`src/rtl/serial_addsub_ctrl.sv`:
```
// Bit-serial add/subtract sequencer driving an external 1-bit full-adder cell.
// Optional zero flag output when SERIAL_ADDSUB_ZERO_FLAG_EN is defined.
module serial_addsub_ctrl #(
    parameter int WIDTH = 8
) (
    input  logic             clk,
    input  logic             rst,
    input  logic             start,
    input  logic             op,
    input  logic [WIDTH-1:0] a_in,
    input  logic [WIDTH-1:0] b_in,
    output logic             fa_a,
    output logic             fa_b,
    output logic             fa_cin,
    input  logic             fa_s,
    input  logic             fa_cout,
    output logic             busy,
    output logic             done,
    output logic [WIDTH-1:0] result,
    output logic             cout,
    output logic             overflow
`ifdef SERIAL_ADDSUB_ZERO_FLAG_EN
    ,
    output logic             zero
`endif
);

    localparam int CW = $clog2(WIDTH) + 1;
    localparam logic [CW-1:0] LAST = CW'(WIDTH - 1);

    typedef enum logic [1:0] {
        S_IDLE,
        S_SHIFT,
        S_DONE
    } state_t;

    state_t           state, state_n;
    logic [WIDTH-1:0] a_sh, b_sh;
    logic [WIDTH-2:0] sum_sh;
    logic             carry;
    logic [CW-1:0]    cnt;
    logic             accept, last;

    always_ff @(posedge clk) begin
        if (rst) state <= S_IDLE;
        else     state <= state_n;
    end

    always_comb begin
        state_n = state;
        accept  = 1'b0;
        last    = 1'b0;
        fa_a    = 1'b0;
        fa_b    = 1'b0;
        fa_cin  = 1'b0;
        unique case (state)
            S_IDLE: begin
                if (start) begin
                    accept  = 1'b1;
                    state_n = S_SHIFT;
                end
            end
            S_SHIFT: begin
                fa_a   = a_sh[0];
                fa_b   = b_sh[0];
                fa_cin = carry;
                if (cnt == LAST) begin
                    last    = 1'b1;
                    state_n = S_DONE;
                end
            end
            S_DONE:  state_n = S_IDLE;
            default: state_n = S_IDLE;
        endcase
    end

    assign busy = (state == S_SHIFT);
    assign done = (state == S_DONE);

    // Subtract is folded in at accept: b is inverted and carry seeded with 1.
    always_ff @(posedge clk) begin
        if (rst) begin
            a_sh     <= '0;
            b_sh     <= '0;
            sum_sh   <= '0;
            carry    <= 1'b0;
            cnt      <= '0;
            result   <= '0;
            cout     <= 1'b0;
            overflow <= 1'b0;
        end else if (accept) begin
            a_sh  <= a_in;
            b_sh  <= op ? ~b_in : b_in;
            carry <= op;
            cnt   <= '0;
        end else if (state == S_SHIFT) begin
            a_sh   <= a_sh >> 1;
            b_sh   <= b_sh >> 1;
            sum_sh <= (WIDTH-1)'({fa_s, sum_sh} >> 1);
            carry  <= fa_cout;
            cnt    <= cnt + 1'b1;
            if (last) begin
                result   <= {fa_s, sum_sh};
                cout     <= fa_cout;
                overflow <= fa_cin ^ fa_cout;
            end
        end
    end

`ifdef SERIAL_ADDSUB_ZERO_FLAG_EN
    logic zacc;

    always_ff @(posedge clk) begin
        if (rst) begin
            zacc <= 1'b0;
            zero <= 1'b0;
        end else if (accept) begin
            zacc <= 1'b0;
        end else if (state == S_SHIFT) begin
            zacc <= zacc | fa_s;
            if (last) zero <= ~(zacc | fa_s);
        end
    end
`endif

endmodule

```
`config.mk`:
```
export PLATFORM = sky130hd
export DESIGN_NAME = serial_addsub_ctrl
export DESIGN_NICKNAME = d
export VERILOG_FILES = /design/src/rtl/serial_addsub_ctrl.sv
export SDC_FILE = /design/constraint.sdc
export NUM_CORES = 1
export LEC_CHECK = 0
export BUFFER_PORTS_ARGS = -buffer_cell sky130_fd_sc_hd__clkbuf_2
export CELL_PAD_IN_SITES_DETAIL_PLACEMENT = 1
export CELL_PAD_IN_SITES_GLOBAL_PLACEMENT = 2
export CORE_ASPECT_RATIO = 2
export CORE_MARGIN = 8
export CORE_UTILIZATION = 35
export CTS_BUF_LIST = sky130_fd_sc_hd__clkbuf_4 sky130_fd_sc_hd__clkbuf_8
export DETAILED_ROUTE_END_ITERATION = 10
export PLACE_DENSITY_LB_ADDON = 0.1
export REMOVE_ABC_BUFFERS = 1
export SYNTH_ARGS = -nofsm -noshare
export SYNTH_HDL_FRONTEND = slang
export SYNTH_SLANG_ARGS = --single-unit
```
`constraint.sdc`:
```
create_clock -name clk -period 2.53 [get_ports clk]
set_input_delay 0.1265 -clock clk [delete_from_list [all_inputs] [get_ports clk]]
set_output_delay 0.1265 -clock clk [all_outputs]
set_load 0.02 [all_outputs]
```
==> summary.txt, run 1 <==
GRT
  • GRT Resource Usage Total: 0.124
  • Largest net degree at the start of global routing: 30
  • Vias in the first global route: 1601
  • First-pass GRT wire length: approximately 7500 um
  • Initial antenna violation count: 0
  • GRT Residual Overflow: 0

STA
  • Final setup fails: 0
  • Period utilization: 0.902
  • Clock Skew: around 0.0057 ns
  • Final Max Slew Viols: 0
  • Period minus WS final: between 2 and 2.5 ns
  • RSZ-0062 raised after global routing: no
  • Max frequency: 0.438 GHz
  • Fin. Hold Viols: 0
  • Slew margin rel.: 0.539
  • Fin Setup TNS: 0 ns
  • Worst slew pin tran: 0.691 ns

Setup path
  • CP bufs+invs: 2
  • Critical path depth: 4
  • Arrival time worst endpoint: between 2 and 2.5 ns
  • Crit-path leading delay family: flip-flops
  • Reg2reg start: state[1]
  • Flop2flop setup slack: around 0.64 ns
  • Largest fanout on the critical path: 20
  • Crit end category: output port
  • Worst setup SP type: register
  • Slowest stage cell, crit path: dfxtp_1
  • Crit path kind: reg2out
  • Worst reg2reg path endpoint: cnt[1]
  • Critical path required time: about 2.4 ns
  • Register-to-Register Path Depth: 4
  • CP peak stage delay: approximately 0.74 ns
  • Setup crit end: fa_a
  • CP startpoint: state[1]
  • Crit-path cells: nand2b_1 -> inv_1 -> and2_1 -> clkbuf_2

Synth
  • Netlist cell types: 34
  • Post-synthesis simple-gate area fraction: 0.170
  • YS warnings: 0
  • Compound-gate portion of the synthesized area: 0.249
  • Cells after synthesis: 201
  • Mapped Avg Cell Area: around 8.5 um^2
  • Netlist Area Pre-Place: around 1700 um^2
  • Post-synthesis sequential area ratio: 0.468
  • Largest family of logic cells by synthesized area: compound AO/OA/AOI/OAI gates
  • Fraction of the mapped netlist area in adder cells: 0.00731
  • Post-synthesis xor/xnor area fraction: 0.0461
  • Mux contribution to synthesized area: 0
  • Flops & latches, synth: 40

Cells and area
  • Fill count: 619
  • Share of post-route cells with drive strength above 1: 0.197
  • Area Growth Syn to Fin: 17.2%
  • Post-route cell area: approximately 2000 um^2
  • Ant diodes: 0
  • Final Net Count: roughly 250
  • Non-filler instance count after layout: 286

CTS
  • CTS Buffer Depth: 2
  • CTS buffer count: 5
  • Clock Latency Late Sink: around 0.29 ns
  • Post_cts resized: 0
  • Hold Buf Count CTS: 0
  • H-tree levels: 2
  • CTS tree: yes
  • CTS root buffer: clkbuf_8
  • Clock-pin transition on the worst setup and hold timing paths: approximately 0.080 ns
  • Postcts setup bufs: 0
  • Clock Sink Count: 40

Detailed routing
  • Via count: 1543
  • DR pass1 iterations: 4
  • Via/cell ratio: 5.40
  • DR DRC count: 0
  • Wirelength, routed: about 4400 um
  • Detailed Route Iter0 Violations: 45
  • Routed wire per std cell: ~15 um
  • Antenna-violating nets left: 0

Floorplan
  • Core Footprint: about 4800 um^2
  • DIE AREA: around 7500 um^2
  • Die height: between 100 and 150 um
  • # IOs: 37
  • Site Rows: 36
  • Starting Density: 0.358
  • Die width: about 65 um

Power and ir drop
  • Maximum VDD drop: between 0.3 and 0.4 mV
  • Power Total: around 1.4 mW
  • Leak: ~0.78 nW
  • PwrDens: between 600 and 700 nW/um^2

Min path
  • Min-delay worst type: in2reg

Job
  • Max-cap check violation count: 0

Placement
  • Routability cong.: 0.721
  • DP Wirelength: roughly 3100 um
  • Placed Area: about 1900 um^2
  • Port bufs: 36
  • Placed insts: ~280

Outcome
  • Status: complete, no violations
-- cells by family (layout without fill, tap and decap cells) --
kind of cell,count (synthesis),in the layout
adders and majority gates,1,1
AOI/OAI and AO/OA,69,69
and+or+nand+nor,61,61
DFF,40,40
buffers and inverters,21,49
xor gates and xnor gates,9,9
-- worst register-to-register path: cells and delay by family, from the launching register on --
kind / cells / cell delay (ns)
compound gates: 1 / 0.25
flops: 1 / 0.74
buf+inv: 1 / 0.30
simple gates: 2 / 0.47
-- Yosys cell counts (all sizes together) --
cell type | instances | area, um^2
a211oi | 1 | 7.51
nor2 | 16 | 60.1
nor3 | 2 | 10.0
o21ba | 1 | 10.0
a311oi | 1 | 8.76
xnor2 | 8 | 70.1
clkinv | 1 | 3.75
o32a | 1 | 10.0
or4b | 1 | 13.8
o21bai | 1 | 7.51
o2bb2ai | 4 | 35.0
and4b | 1 | 10.0
and2 | 3 | 18.8
a221o | 7 | 70.1
a221oi | 1 | 8.76
or3 | 1 | 6.26
a31oi | 1 | 6.26
a21oi | 27 | 135
nor2b | 1 | 6.26
a22oi | 1 | 7.51
ha | 1 | 12.5
dfxtp | 40 | 801
and3b | 1 | 8.76
nand2b | 2 | 12.5
clkbuf | 7 | 26.3
buf | 9 | 57.6
inv | 4 | 15.0
nand4b | 1 | 8.76
nand2 | 20 | 75.1
nand3 | 12 | 60.1
o22ai | 4 | 25.0
xor2 | 1 | 8.76
o21ai | 19 | 95.1
-- how the worst min path moves through the flow --
stage	startpoint	to	cells after the start
CTS	fa_s	sum_sh[6]	3
global placement	fa_s	sum_sh[6]	3
finish	fa_s	sum_sh[6]	3
detailed placement	fa_s	sum_sh[6]	3
floorplan	rst	a_sh[7]	1
global route	fa_s	sum_sh[6]	3
-- through the flow --
| step | hold slack, ns | worst slack, ns | util |
|---|---|---|---|
| floorplan | 0.196 | 0.973 | - |
| global placement | 0.379 | 0.637 | 0.394 |
| detailed placement | 0.386 | 0.539 | 0.394 |
| CTS | 0.0683 | 0.208 | 0.420 |
| global route | 0.0924 | 0.0604 | 0.420 |
| finish | 0.0746 | 0.247 | 0.420 |
-- layout by cell type, fill, tap and decap left out, types with 2 or more instances in the layout --
cell type / netlist / final
nand3_1: 12 / 12
a21oi_1: 27 / 27
xnor2_1: 8 / 8
a221o_1: 7 / 7
o2bb2ai_1: 4 / 4
nand2_1: 20 / 20
o21ai_0: 19 / 19
and2_1: 3 / 3
dfxtp_1: 40 / 40
nor3_1: 2 / 2
clkbuf_8: 0 / 7
inv_1: 4 / 4
o22ai_1: 4 / 4
nor2_1: 16 / 16
nand2b_1: 2 / 2
clkbuf_2: 0 / 36
-- state kept, by name (all words and copies together), names as in the netlist --
register	flops
a_sh	8
b_sh	8
result	8
sum_sh	7
cnt	4
state	2
carry	1
cout	1
overflow	1
-- area by class of cell --
type                    count  area (um^2)  area share
clock inverters             1         30.0      0.0150
well taps                  57         71.3      0.0356
multi-input cells         140          808       0.403
repair buffers             36          180      0.0898
flip-flops and latches     40          801       0.399
clock buffers               7         96.3      0.0480
inverters                   5         18.8     0.00936
-- per-layer routing --
metal,GRT usage,vias up,part of all wire
met4,0.0528,0,0.017
li1,-,764,-
met3,0.0283,5,0.035
met5,0,-,0
met1,0.135,746,0.44
met2,0.220,28,0.51
-- power breakdown --
group / leakage (nW) / total [mW] / internal (mW) / switching [mW]
Clock: 0.0645 / 0.574 / 0.348 / 0.226
Combinational: 0.384 / 0.120 / 0.0526 / 0.0676
Sequential: 0.326 / 0.676 / 0.656 / 0.0204
Total: 0.775 / 1.37 / 1.06 / 0.314
(Power assumes the default switching activity.)
==> inputs of run 2 (changes only) <==
--- a/config.mk
+++ b/config.mk
@@ -5,12 +5,13 @@
 export SDC_FILE = /design/constraint.sdc
 export NUM_CORES = 1
 export LEC_CHECK = 0
+export ABC_AREA = 1
 export BUFFER_PORTS_ARGS = -buffer_cell sky130_fd_sc_hd__clkbuf_2
 export CELL_PAD_IN_SITES_DETAIL_PLACEMENT = 1
 export CELL_PAD_IN_SITES_GLOBAL_PLACEMENT = 2
 export CORE_ASPECT_RATIO = 2
 export CORE_MARGIN = 8
-export CORE_UTILIZATION = 35
+export CORE_UTILIZATION = 33
 export CTS_BUF_LIST = sky130_fd_sc_hd__clkbuf_4 sky130_fd_sc_hd__clkbuf_8
 export DETAILED_ROUTE_END_ITERATION = 10
 export PLACE_DENSITY_LB_ADDON = 0.1
==> run 2 against run 1 <==
Compared with the run above:
- area after synthesis grew 5.8%
- worst setup slack gained 0.59 ns
- fmax rose by 35%
- combinational power increased by 32%
- die area is 9.8% higher
- synthesized cell count is 32% higher
- register-to-register slack improved by 0.20 ns
- critical path depth up 1
- via count is 12% higher
- first-iteration DRC count is 13% lower
- critical path type is now reg2reg
- highest routed layer unchanged
==> summary.txt, run 2 <==
Outcome
  • Status: complete, no violations (unchanged)

Cells and area
  • Share of post-route cells with drive strength above 1: 0.183 (was 0.197)
  • Ant diodes: 0 (unchanged)
  • Register area: 801 um^2 (unchanged)
  • Core Util, Final: 0.397 (was 0.420)
  • Multi-input gate area: 845 um^2 (was 808 um^2)
  • Area Growth Syn to Fin: 17.8% (was 17.2%)
  • Most frequent cells in the layout: nand2_1 (93), dfxtp_1 (40), clkbuf_2 (36) (was dfxtp_1 (40), clkbuf_2 (36), a21oi_1 (27))
  • Regs by FF count: a_sh x8, b_sh x8, result x8 (unchanged)
  • Fill count: 725 (was 619)
  • Most common cell after layout, fill and taps aside: nand2_1 (was dfxtp_1)
  • Final Net Count: 322 (was 251)
  • Non-filler instance count after layout: 360 (was 286)

Setup path
  • Slowest stage cell, crit path: nor2_1 (was dfxtp_1)
  • Setup crit end: result[6] (was fa_a)
  • Worst reg2reg path endpoint: result[6] (was cnt[1])
  • Largest fanout on the critical path: 15 (was 20)
  • Flop2flop setup slack: 0.84 ns (was 0.64 ns)
  • Crit path kind: reg2reg (was reg2out)
  • Crit-path cells: inv_1 -> nand2_2 -> nor2_1 -> nand2_1 -> a21oi_1 (was nand2b_1 -> inv_1 -> and2_1 -> clkbuf_2)
  • Worst setup SP type: register (unchanged)
  • Crit-path leading delay family: simple AND/OR/NAND/NOR gates (was flip-flops)
  • CP bufs+invs: 1 (was 2)
  • Critical path required time: 2.75 ns (was 2.40 ns)
  • Crit end category: register (was output port)
  • Critical path depth: 5 (was 4)
  • Arrival time worst endpoint: 1.91 ns (was 2.16 ns)
  • CP startpoint: state[1] (unchanged)
  • Register-to-Register Path Depth: 5 (was 4)
  • CP peak stage delay: 0.64 ns (was 0.74 ns)
  • Reg2reg start: state[1] (unchanged)

Job
  • Max-cap check violation count: 0 (unchanged)

Synth
  • Area leader, netlist: dfxtp_1 (unchanged)
  • Area share of the largest cell type after synthesis: 0.442 (was 0.468)
  • EDFF count, synth: 0 (unchanged)
  • Post-synthesis simple-gate area fraction: 0.365 (was 0.170)
  • Cell with the most instances after synthesis: nand2_1 (was dfxtp_1)
  • Mapped Avg Cell Area: 6.83 um^2 (was 8.52 um^2)
  • Ys flop type: dfxtp_1 (unchanged)
  • Post-synthesis xor/xnor area fraction: 0.0194 (was 0.0461)
  • Post-synthesis sequential area ratio: 0.442 (was 0.468)
  • Largest cells by area after synthesis: dfxtp_1 (44%), nand2_1 (19%), nor2_1 (6.4%), nand3_1 (6.4%), inv_1 (5.2%) (was dfxtp_1 (47%), a21oi_1 (7.9%), o21ai_0 (5.6%), nand2_1 (4.4%), a221o_1 (4.1%))
  • Largest family of logic cells by synthesized area: simple AND/OR/NAND/NOR gates (was compound AO/OA/AOI/OAI gates)
  • Mux contribution to synthesized area: 0 (unchanged)
  • YS warnings: 0 (unchanged)
  • Ys async rst share: 0 (unchanged)
  • Synth top cells by count: nand2_1 (93), dfxtp_1 (40), nor2_1 (31) (was dfxtp_1 (40), a21oi_1 (27), nand2_1 (20))
  • Fraction of the mapped netlist area in adder cells: 0.00691 (was 0.00731)
  • Netlist Area Pre-Place: 1810 um^2 (was 1710 um^2)
  • Compound-gate portion of the synthesized area: 0.0753 (was 0.249)
  • Flops & latches, synth: 40 (unchanged)
  • Cells after synthesis: 265 (was 201)
  • Netlist cell types: 21 (was 34)

Detailed routing
  • Via/cell ratio: 4.79 (was 5.40)
  • Wirelength, routed: 4850 um (was 4410 um)
  • DR pass1 iterations: 3 (was 4)
  • Detailed Route Iter0 Violations: 39 (was 45)
  • Via count: 1725 (was 1543)
  • Antenna-violating nets left: 0 (unchanged)
  • Routed wire per std cell: 13.5 um (was 15.4 um)
  • DR DRC count: 0 (unchanged)

Placement
  • Routability cong.: 0.762 (was 0.721)
  • Port bufs: 36 (unchanged)
  • DP Wirelength: 3570 um (was 3090 um)
  • Placed insts: 352 (was 278)
  • Post-place setup slack: 0.755 ns (was 0.539 ns)

GRT
  • Vias in the first global route: 1834 (was 1601)
  • First-pass GRT wire length: 8360 um (was 7490 um)
  • Initial antenna violation count: 0 (unchanged)
  • GRT Resource Usage Total: 0.132 (was 0.124)
  • Largest net degree at the start of global routing: 26 (was 30)
  • GRT Residual Overflow: 0 (unchanged)

Floorplan
  • Starting Density: 0.337 (was 0.358)
  • DIE AREA: 8260 um^2 (was 7520 um^2)
  • Die width: 68.4 um (was 65.5 um)
  • # IOs: 37 (unchanged)
  • Site Rows: 38 (was 36)
  • Die height: 121 um (was 115 um)
  • Core Footprint: 5370 um^2 (was 4770 um^2)

CTS
  • CTS Buffer Depth: 2 (unchanged)
  • Clock Sink Count: 40 (unchanged)
  • CTS root buffer: clkbuf_8 (unchanged)
  • Clock-pin transition on the worst setup and hold timing paths: 0.08 ns (about the same)
  • Clock Latency Late Sink: 0.30 ns (was 0.29 ns)
  • Postcts setup bufs: 0 (unchanged)
  • CTS tree: yes (unchanged)
  • CTS buffer count: 5 (unchanged)
  • Hold Buf Count CTS: 0 (unchanged)
  • Post_cts resized: 0 (unchanged)
  • H-tree levels: 2 (unchanged)

STA
  • Slew margin rel.: 0.496 (was 0.539)
  • Max frequency: 0.592 GHz (was 0.438 GHz)
  • Worst slew pin tran: 0.756 ns (was 0.691 ns)
  • Clock Skew: 0.00834 ns (was 0.00567 ns)
  • RSZ-0062 raised after global routing: no (unchanged)
  • Final setup fails: 0 (unchanged)
  • Final setup margin: 0.840 ns (was 0.247 ns)
  • Period utilization: 0.668 (was 0.902)
  • Fin. Hold Viols: 0 (unchanged)
  • Final Max Slew Viols: 0 (unchanged)
  • Fin Setup TNS: 0 ns (unchanged)
  • Period minus WS final: 1.69 ns (was 2.28 ns)

Power and ir drop
  • Power Total: 1.41 mW (was 1.37 mW)
  • PwrDens: 662 nW/um^2 (was 683 nW/um^2)
  • Leak: 1.04 nW (was 0.775 nW)
  • Maximum VDD drop: 0.441 mV (was 0.357 mV)

Min path
  • Min-delay worst type: in2reg (unchanged)
## run 2: cell count changes after synthesis, moves of 4 or more
cell       before  now
xnor2_1         8    0
nand2_1        20   93
o22ai_1         4    0
clkbuf_1        7    2
nor2_1         16   31
nand3_1        12   23
a221o_1         7    0
a21oi_1        27   11
nand2_2         0    4
buf_2           7    3
o21ai_0        19   11
o2bb2ai_1       4    0
inv_1           4   25
## run 2: how the worst min path moves through the flow
stage / startpoint / cells past startpoint / slack (ns) / to
floorplan: rst / 1 / 0.19 / a_sh[0]
finish: a_in[7] / 3 / 0.07 / a_sh[7]
global placement: a_in[7] / 3 / 0.38 / a_sh[7]
global route: a_in[7] / 3 / 0.06 / a_sh[7]
CTS: a_in[7] / 3 / 0.05 / a_sh[7]
detailed placement: a_in[7] / 3 / 0.39 / a_sh[7]
## run 2: metrics by stage
stage / instance area [um^2] / hold slack (ns)
detailed placement: 2010 / 0.389
finish: 2130 / 0.0699
global route: 2130 / 0.0623
global placement: 2010 / 0.383
floorplan: 1740 / 0.189
CTS: 2130 / 0.0549
## run 2: cells by family after synthesis
family                   Yosys count
AND/OR/NAND/NOR                  159
XOR/XNOR                           4
buffers and inverters             36
adder cells (fa/ha/maj)            1
flip-flops                        40
AO/OA/AOI/OAI                     25
## run 2: layout make-up
class,count,share of cell area
multi-input combinational,189,0.396
timing repair buffer,37,0.0880
sequential,40,0.376
inverter,26,0.0458
clock inverter,1,0.0141
clock buffer,7,0.0452
tap,60,0.0352
## run 2: metal layers
metal  track usage  share of wire  wire length (um)  vias up
met2         0.242           0.56              2730       25
li1              -              -                 -      880
met3        0.0352          0.040               195        6
met1         0.130           0.38              1840      814
met4        0.0542          0.018                88        0
met5             0              0                 0        -
## run 2: report_power, final
group	total, mW	switching (mW)	leakage [nW]	internal (mW)
clock network	0.575	0.227	0.0645	0.348
logic	0.158	0.102	0.654	0.0568
registers	0.679	0.0195	0.326	0.659
## run 2: worst min-delay path, delay by kind of cell
kind	cells	cell delay [ns]
simple gates	1	0.06
buf+inv	1	0.09
compound gates	1	0.05
